===== src/rtl/fpu_pkg.sv =====
// Shared FP32 adder types: field widths, operand class, FP32 layout and the align-stage payload.
package fpu_pkg;

    localparam int unsigned EXP_W = 8;
    localparam int unsigned MAN_W = 23;
    localparam int unsigned ADD_W = MAN_W + 5;
    localparam int unsigned SIG_W = MAN_W + 1;
    localparam int unsigned FP_W  = 1 + EXP_W + MAN_W;

    // Encodings double as the out_special code.
    typedef enum logic [1:0] {
        FP_NORM = 2'b00,
        FP_ZERO = 2'b01,
        FP_INF  = 2'b10,
        FP_NAN  = 2'b11
    } fp_class_e;

    typedef struct packed {
        logic             sign;
        logic [EXP_W-1:0] exp;
        logic [MAN_W-1:0] frac;
    } fp32_t;

    typedef struct packed {
        logic [EXP_W-1:0] exp;
        logic [SIG_W-1:0] sig;
        fp_class_e        cls;
    } fp_unpacked_t;

    typedef struct packed {
        logic             sign;
        logic             eff_sub;
        logic [EXP_W-1:0] exp;
        logic [EXP_W-1:0] d;
        logic [SIG_W-1:0] sig_big;
        logic [SIG_W-1:0] sig_small;
        fp_class_e        cls;
    } s1_t;

    // Place a significand in addend format: ovf bit clear, guard/round/sticky clear.
    function automatic logic [ADD_W-1:0] sig_to_addend(input logic [SIG_W-1:0] sig);
        return {1'b0, sig, 3'b000};
    endfunction

endpackage


===== src/rtl/fp_sticky_rshift.sv =====
// Logical right shift that ORs every bit shifted past bit 0 into bit 0.
module fp_sticky_rshift #(
    parameter int unsigned DATA_W = 28,
    parameter int unsigned SH_W   = 8
) (
    input  logic [DATA_W-1:0] din,
    input  logic [SH_W-1:0]   sh,
    output logic [DATA_W-1:0] dout
);

    logic [DATA_W-1:0] lost_mask;
    logic              sticky;

    always_comb begin
        lost_mask = ~({DATA_W{1'b1}} << sh);
        sticky    = |(din & lost_mask);
        // Beyond DATA_W-1 the top bit is always shifted out, so only the sticky survives.
        if (sh >= SH_W'(DATA_W - 1)) begin
            dout = {{(DATA_W-1){1'b0}}, |din};
        end else begin
            dout = (din >> sh) | {{(DATA_W-1){1'b0}}, sticky};
        end
    end

endmodule


===== src/rtl/fp_add_align.sv =====
// FP32 adder front end: unpack, magnitude order, align with sticky, pre-invert for subtraction.
// Optional build macro FP_ALIGN_DENORM_EN keeps subnormals; without it they flush to signed zero.
module fp_add_align
    import fpu_pkg::*;
(
    input  logic             clk,
    input  logic             rst_n,
    input  logic             in_valid,
    output logic             in_ready,
    input  logic [FP_W-1:0]  in_a,
    input  logic [FP_W-1:0]  in_b,
    input  logic             in_sub,
    output logic             out_valid,
    input  logic             out_ready,
    output logic [ADD_W-1:0] out_op_a,
    output logic [ADD_W-1:0] out_op_b,
    output logic             out_cin,
    output logic             out_eff_sub,
    output logic             out_sign,
    output logic [EXP_W-1:0] out_exp,
    output logic [1:0]       out_special
);

    logic             s1_valid;
    logic             s1_adv;
    s1_t              s1_q;
    s1_t              s1_d;
    fp32_t            a;
    fp32_t            b;
    fp_unpacked_t     ua;
    fp_unpacked_t     ub;
    logic             eb_sign;
    logic             eff_sub;
    logic             b_gt_a;
    logic             mag_eq;
    logic [ADD_W-1:0] small_addend;
    logic [ADD_W-1:0] small_aligned;

    function automatic fp_unpacked_t unpack(input fp32_t x);
        fp_unpacked_t u;
        u.exp = x.exp;
        u.sig = {1'b1, x.frac};
        u.cls = FP_NORM;
        if (x.exp == '1) begin
            u.cls = (x.frac == '0) ? FP_INF : FP_NAN;
        end else if (x.exp == '0) begin
`ifdef FP_ALIGN_DENORM_EN
            u.exp = EXP_W'(1);
            u.sig = {1'b0, x.frac};
            if (x.frac == '0) begin
                u.exp = '0;
                u.cls = FP_ZERO;
            end
`else
            u.sig = '0;
            u.cls = FP_ZERO;
`endif
        end
        return u;
    endfunction

    assign s1_adv   = !out_valid || out_ready;
    assign in_ready = !s1_valid || s1_adv;

    assign a  = fp32_t'(in_a);
    assign b  = fp32_t'(in_b);
    assign ua = unpack(a);
    assign ub = unpack(b);

    // S1: order operands by magnitude and classify the pair.
    always_comb begin
        eb_sign = b.sign ^ in_sub;
        eff_sub = a.sign ^ eb_sign;
        b_gt_a  = {ub.exp, ub.sig} > {ua.exp, ua.sig};
        mag_eq  = {ub.exp, ub.sig} == {ua.exp, ua.sig};
        s1_d         = '0;
        s1_d.eff_sub = eff_sub;
        s1_d.cls     = FP_NORM;
        if (b_gt_a) begin
            s1_d.exp       = ub.exp;
            s1_d.d         = ub.exp - ua.exp;
            s1_d.sig_big   = ub.sig;
            s1_d.sig_small = ua.sig;
            s1_d.sign      = eb_sign;
        end else begin
            s1_d.exp       = ua.exp;
            s1_d.d         = ua.exp - ub.exp;
            s1_d.sig_big   = ua.sig;
            s1_d.sig_small = ub.sig;
            s1_d.sign      = a.sign;
        end
        if (mag_eq && eff_sub) begin
            s1_d.sign = 1'b0;
        end
        if (ua.cls == FP_NAN || ub.cls == FP_NAN) begin
            s1_d.cls  = FP_NAN;
            s1_d.sign = 1'b0;
        end else if (ua.cls == FP_INF && ub.cls == FP_INF) begin
            s1_d.cls  = eff_sub ? FP_NAN : FP_INF;
            s1_d.sign = eff_sub ? 1'b0 : a.sign;
        end else if (ua.cls == FP_INF) begin
            s1_d.cls  = FP_INF;
            s1_d.sign = a.sign;
        end else if (ub.cls == FP_INF) begin
            s1_d.cls  = FP_INF;
            s1_d.sign = eb_sign;
        end else if (ua.cls == FP_ZERO && ub.cls == FP_ZERO) begin
            s1_d.cls  = FP_ZERO;
            s1_d.sign = a.sign & eb_sign;
        end
        // Specials still produce a beat but feed zero addends to the adder.
        if (s1_d.cls != FP_NORM) begin
            s1_d.eff_sub   = 1'b0;
            s1_d.d         = '0;
            s1_d.sig_big   = '0;
            s1_d.sig_small = '0;
        end
    end

    always_ff @(posedge clk) begin
        if (!rst_n) begin
            s1_valid <= 1'b0;
            s1_q     <= '0;
        end else if (in_ready) begin
            s1_valid <= in_valid;
            if (in_valid) begin
                s1_q <= s1_d;
            end
        end
    end

    assign small_addend = sig_to_addend(s1_q.sig_small);

    fp_sticky_rshift #(
        .DATA_W (ADD_W),
        .SH_W   (EXP_W)
    ) u_rshift (
        .din  (small_addend),
        .sh   (s1_q.d),
        .dout (small_aligned)
    );

    // S2: register aligned addends; hold while the adder stalls.
    always_ff @(posedge clk) begin
        if (!rst_n) begin
            out_valid   <= 1'b0;
            out_op_a    <= '0;
            out_op_b    <= '0;
            out_cin     <= 1'b0;
            out_eff_sub <= 1'b0;
            out_sign    <= 1'b0;
            out_exp     <= '0;
            out_special <= '0;
        end else if (s1_adv) begin
            out_valid <= s1_valid;
            if (s1_valid) begin
                out_op_a    <= sig_to_addend(s1_q.sig_big);
                out_op_b    <= s1_q.eff_sub ? ~small_aligned : small_aligned;
                out_cin     <= s1_q.eff_sub;
                out_eff_sub <= s1_q.eff_sub;
                out_sign    <= s1_q.sign;
                out_exp     <= s1_q.exp;
                out_special <= s1_q.cls;
            end
        end
    end

endmodule


===== config.mk =====
export PLATFORM = sky130hd
export DESIGN_NAME = fp_add_align
export DESIGN_NICKNAME = d
export VERILOG_FILES = /design/src/rtl/fpu_pkg.sv /design/src/rtl/fp_sticky_rshift.sv /design/src/rtl/fp_add_align.sv
export SDC_FILE = /design/constraint.sdc
export NUM_CORES = 1
export LEC_CHECK = 0
export BUFFER_PORTS_ARGS = -buffer_cell sky130_fd_sc_hd__buf_2
export CAP_MARGIN = 40
export CORE_ASPECT_RATIO = 1.4
export CORE_MARGIN = 2
export CORE_UTILIZATION = 58
export DETAILED_ROUTE_END_ITERATION = 7
export GPL_TIMING_DRIVEN = 0
export PLACE_DENSITY = 0.81
export SLEW_MARGIN = 15
export SYNTH_ARGS = -nofsm -noshare
export SYNTH_HDL_FRONTEND = slang
export SYNTH_SLANG_ARGS = --single-unit

===== constraint.sdc =====
create_clock -name clk -period 4.5 [get_ports clk]
set_input_delay 0.45 -clock clk [delete_from_list [all_inputs] [get_ports clk]]
set_output_delay 0.45 -clock clk [all_outputs]
set_load 0.005 [all_outputs]

==> flow_summary.json <==
{
  "outcome": "completed",
  "synth_warnings": 0,
  "min_from": "in_valid",
  "dieArea_sq_um": 16140,
  "synthDominantAreaCellType": "sky130_fd_sc_hd__dfxtp_1",
  "worst-endpoint-required_ns": 4.80,
  "critical-path-top-delay-family": "simple AND/OR/NAND/NOR gates",
  "worst-endpoint-arrival_ns": 4.69,
  "largest_net_degree_at_the_start_of_global_routing": 18,
  "ys_seq_elements": 133,
  "fin_hold_ws_ns": 0.2978,
  "timing.critical_path.cells": "buf_2, nor4_1, and2_2, inv_1, clkbuf_1, and2_1, ha_1, nand4_1, nor4_2, and3_1, a21oi_2, or2_1, buf_6, and2_1, buf_4, buf_4, a22oi_1, o21ai_1",
  "placed_cell_area_sq_um": 9698,
  "dr.first_iter.drc_count": 858,
  "area.growth.synth_to_final_pct": 17.47,
  "post_drt_via_cell_ratio": 6.304,
  "fmax_ghz": 0.2280,
  "synth_common_cells": "sky130_fd_sc_hd__nand2_1 (197), sky130_fd_sc_hd__dfxtp_1 (133), sky130_fd_sc_hd__o21ai_0 (95)",
  "report.final.setup_viol": 0,
  "cts.reportedPaths.clkPinSlew_ns": 0.07,
  "crit_path_max_incr_delay_ns": 0.41,
  "std_cell_rows": 53,
  "totalWireLength_mm": 31.79,
  "nets_finish": 1398,
  "fp.dieH_um": 149.5,
  "setup.worst_path.start": "in_b[24]",
  "cts-buffers-inserted": 17,
  "tritoncts": "done",
  "wl_per_cell_um": 21.31,
  "worst_clock_skew_ns": 0.009115,
  "critical-path-slowest-cell": "sky130_fd_sc_hd__nor4_2",
  "final_core_util_pct": 69.06,
  "worstMarginPinSlew_ns": 0.7688,
  "regToRegSetupSlack_ns": 1.37,
  "nFillCells": 1308,
  "critical_path_class": "in2reg",
  "max-clock-path-buffers": 2,
  "pwr_density_cell_nw_per_um2": 367.7,
  "global_router_s_overall_resource_usage_pct": 39.52,
  "netlist_area_sq_um": 8771,
  "period_needed_ns": 4.386,
  "pin_count": 140,
  "reported_max_cap_violation_count": 0,
  "drive_gt1_share_pct": 18.85,
  "grt-ovfl-total": 0,
  "first_global_vias": 8823,
  "firstDrtPassIters": 8,
  "gpl.final_weighted_congestion": 1.021,
  "grt_antenna_before_repair": 0,
  "synth_top_area_share_pct": 30.36,
  "synth_top_cells_by_area": "sky130_fd_sc_hd__dfxtp_1 (30%), sky130_fd_sc_hd__nand2_1 (8.4%), sky130_fd_sc_hd__ha_1 (5.7%)",
  "vias": 9406,
  "cts_sinks": 133,
  "post_synth_inst_count": 1131,
  "floorplan.initialDensity_pct": 58.78,
  "ctsRootBufferMaster": "sky130_fd_sc_hd__clkbuf_16",
  "worst_slew_margin_rel_pct": 48.51,
  "layout.cell_area.non_filler_sq_um": 10300,
  "worstPathMaxFanout": 19,
  "synth.yosys.seq_area_share_pct": 30.36,
  "synth_flop_cell": "sky130_fd_sc_hd__dfxtp_1",
  "post-dp-hpwl_mm": 24.48,
  "final-hold-violation-count": 0,
  "final-max-slew-violation-count": 0,
  "crit_path_start_kind": "primary input",
  "cellLeakagePower_nw": 4.231,
  "clock_insertion_delay_worst_skew_ns": 0.43,
  "h-tree-depth": 4,
  "synth_async_sr_flop_share_pct": 0,
  "setup.worst_path.end_class": "flip-flop",
  "final_antenna_net_count": 0,
  "detail_route.drc_violations": 0,
  "worst_path_bufs_invs": 6,
  "global_route_wire_length_before_repair_mm": 48.11,
  "regToRegStartpoint": "s1_q[56]",
  "post-synth-top-count-cell": "sky130_fd_sc_hd__nand2_1",
  "cts-hold-fix-buffers": 0,
  "syn_avg_cell_area_sq_um": 7.755,
  "buffer_ports.inserted": 135,
  "yosysUniqueCellTypes": 72,
  "final.setup.tns_ns": 0,
  "num_antenna_cells": 0,
  "die_w_um": 107.9,
  "synth_edf_count": 0,
  "max-vdd-ir-drop_uv": 227.6,
  "timing.final.crit_share_pct": 97.47,
  "hold_class": "in2reg",
  "floorplan.core_area_sq_um": 14920
}
## layout make-up
class	count	area, sq um	share of cell area, %
clock buffer	17	425.4	4.129
tap	192	240.2	2.332
multi-input combinational	871	5534	53.71
sequential	133	2663	25.84
clock inverter	15	176.4	1.712
timing repair buffer	135	675.6	6.557
inverter	39	146.4	1.421
buffer	90	442.9	4.299
## layout by cell type (no fill, tap or decap), types with 5 or more instances in the layout
cell type,synthesis,final
sky130_fd_sc_hd__ha_1,40,40
sky130_fd_sc_hd__mux2_2,14,14
sky130_fd_sc_hd__and2_1,26,25
sky130_fd_sc_hd__or3_1,7,7
sky130_fd_sc_hd__clkinv_8,0,5
sky130_fd_sc_hd__mux4_2,19,19
sky130_fd_sc_hd__a31oi_1,5,5
sky130_fd_sc_hd__a211oi_1,29,29
sky130_fd_sc_hd__o21ai_1,4,8
sky130_fd_sc_hd__o21ai_0,95,91
sky130_fd_sc_hd__o22ai_1,6,6
sky130_fd_sc_hd__o211ai_1,10,10
sky130_fd_sc_hd__dfxtp_1,133,133
sky130_fd_sc_hd__nor4_1,21,20
sky130_fd_sc_hd__a22oi_1,51,51
sky130_fd_sc_hd__a21oi_1,91,91
sky130_fd_sc_hd__clkbuf_16,0,17
sky130_fd_sc_hd__buf_1,8,8
sky130_fd_sc_hd__clkbuf_1,55,54
sky130_fd_sc_hd__nor2_1,87,87
sky130_fd_sc_hd__inv_6,0,7
sky130_fd_sc_hd__a21o_1,5,5
sky130_fd_sc_hd__nand3_1,16,16
sky130_fd_sc_hd__nand2_1,197,197
sky130_fd_sc_hd__nand2b_1,6,6
sky130_fd_sc_hd__nor3_1,16,16
sky130_fd_sc_hd__inv_1,37,37
sky130_fd_sc_hd__xnor2_1,15,15
sky130_fd_sc_hd__buf_2,9,144
sky130_fd_sc_hd__xor2_1,13,13
sky130_fd_sc_hd__nand4_1,15,15
sky130_fd_sc_hd__buf_4,14,14
sky130_fd_sc_hd__mux2i_1,17,17
## worst min-delay path, stage by stage
cell and delay, ns:
sky130_fd_sc_hd__buf_2 0.12, sky130_fd_sc_hd__inv_1 0.05, sky130_fd_sc_hd__a21oi_1 0.05
## state kept, by name, indices dropped and copies added (netlist names)
signal,count
s1_q,68
out_op_b,28
out_op_a,24
out_exp,8
out_special,2
out_sign,1
out_valid,1
s1_valid,1
## layer usage
layer	GRT usage, %	up-vias	share of wire (%)
li1	-	4366	-
met1	43.33	4386	36
met2	65.97	518	49
met3	7.535	136	7.0
met4	31.54	0	8.6
met5	0	-	0
## per-stage QoR
step / setup slack, ns / std cells / power, mW
floorplan: 0.6318 / 1134 / 2.007
global placement: -0.4365 / 1461 / 2.353
detailed placement: -0.4904 / 1461 / 2.365
CTS: -0.05018 / 1493 / 3.747
global route: -0.07309 / 1492 / 3.929
finish: 0.1141 / 1492 / 3.789
## worst paths after layout
check,end,depth (start not counted)
worst min register to register,out_exp[6],2
worst min-delay path,s1_valid,3
worst max register to register,out_op_b[9],8
worst max-delay path,s1_q[40],18
## what timing repair did
item,CTS,global route
endpoints found under the setup margin,4,57
resized for setup,1,5
buffers inserted,0,0
## power breakdown
group	internal, mW	total, mW	leakage [nW]	switching (mW)
Sequential	1.26	1.33	1.09	0.0746
Combinational	0.387	1.05	2.85	0.668
Clock	0.751	1.40	0.294	0.650
## cells by family after synthesis
group           count (synthesis)  synth area share (%)
simple gates                  410                 21.14
compound gates                333                 23.54
flops                         133                 30.36
buf+inv                       130                 6.762
mux                            53                 9.087
fa+ha+maj                      43                 6.277
xor+xnor                       28                 2.796
other cells                     1               0.04275
Note: power is estimated with default switching activity, not from simulation.
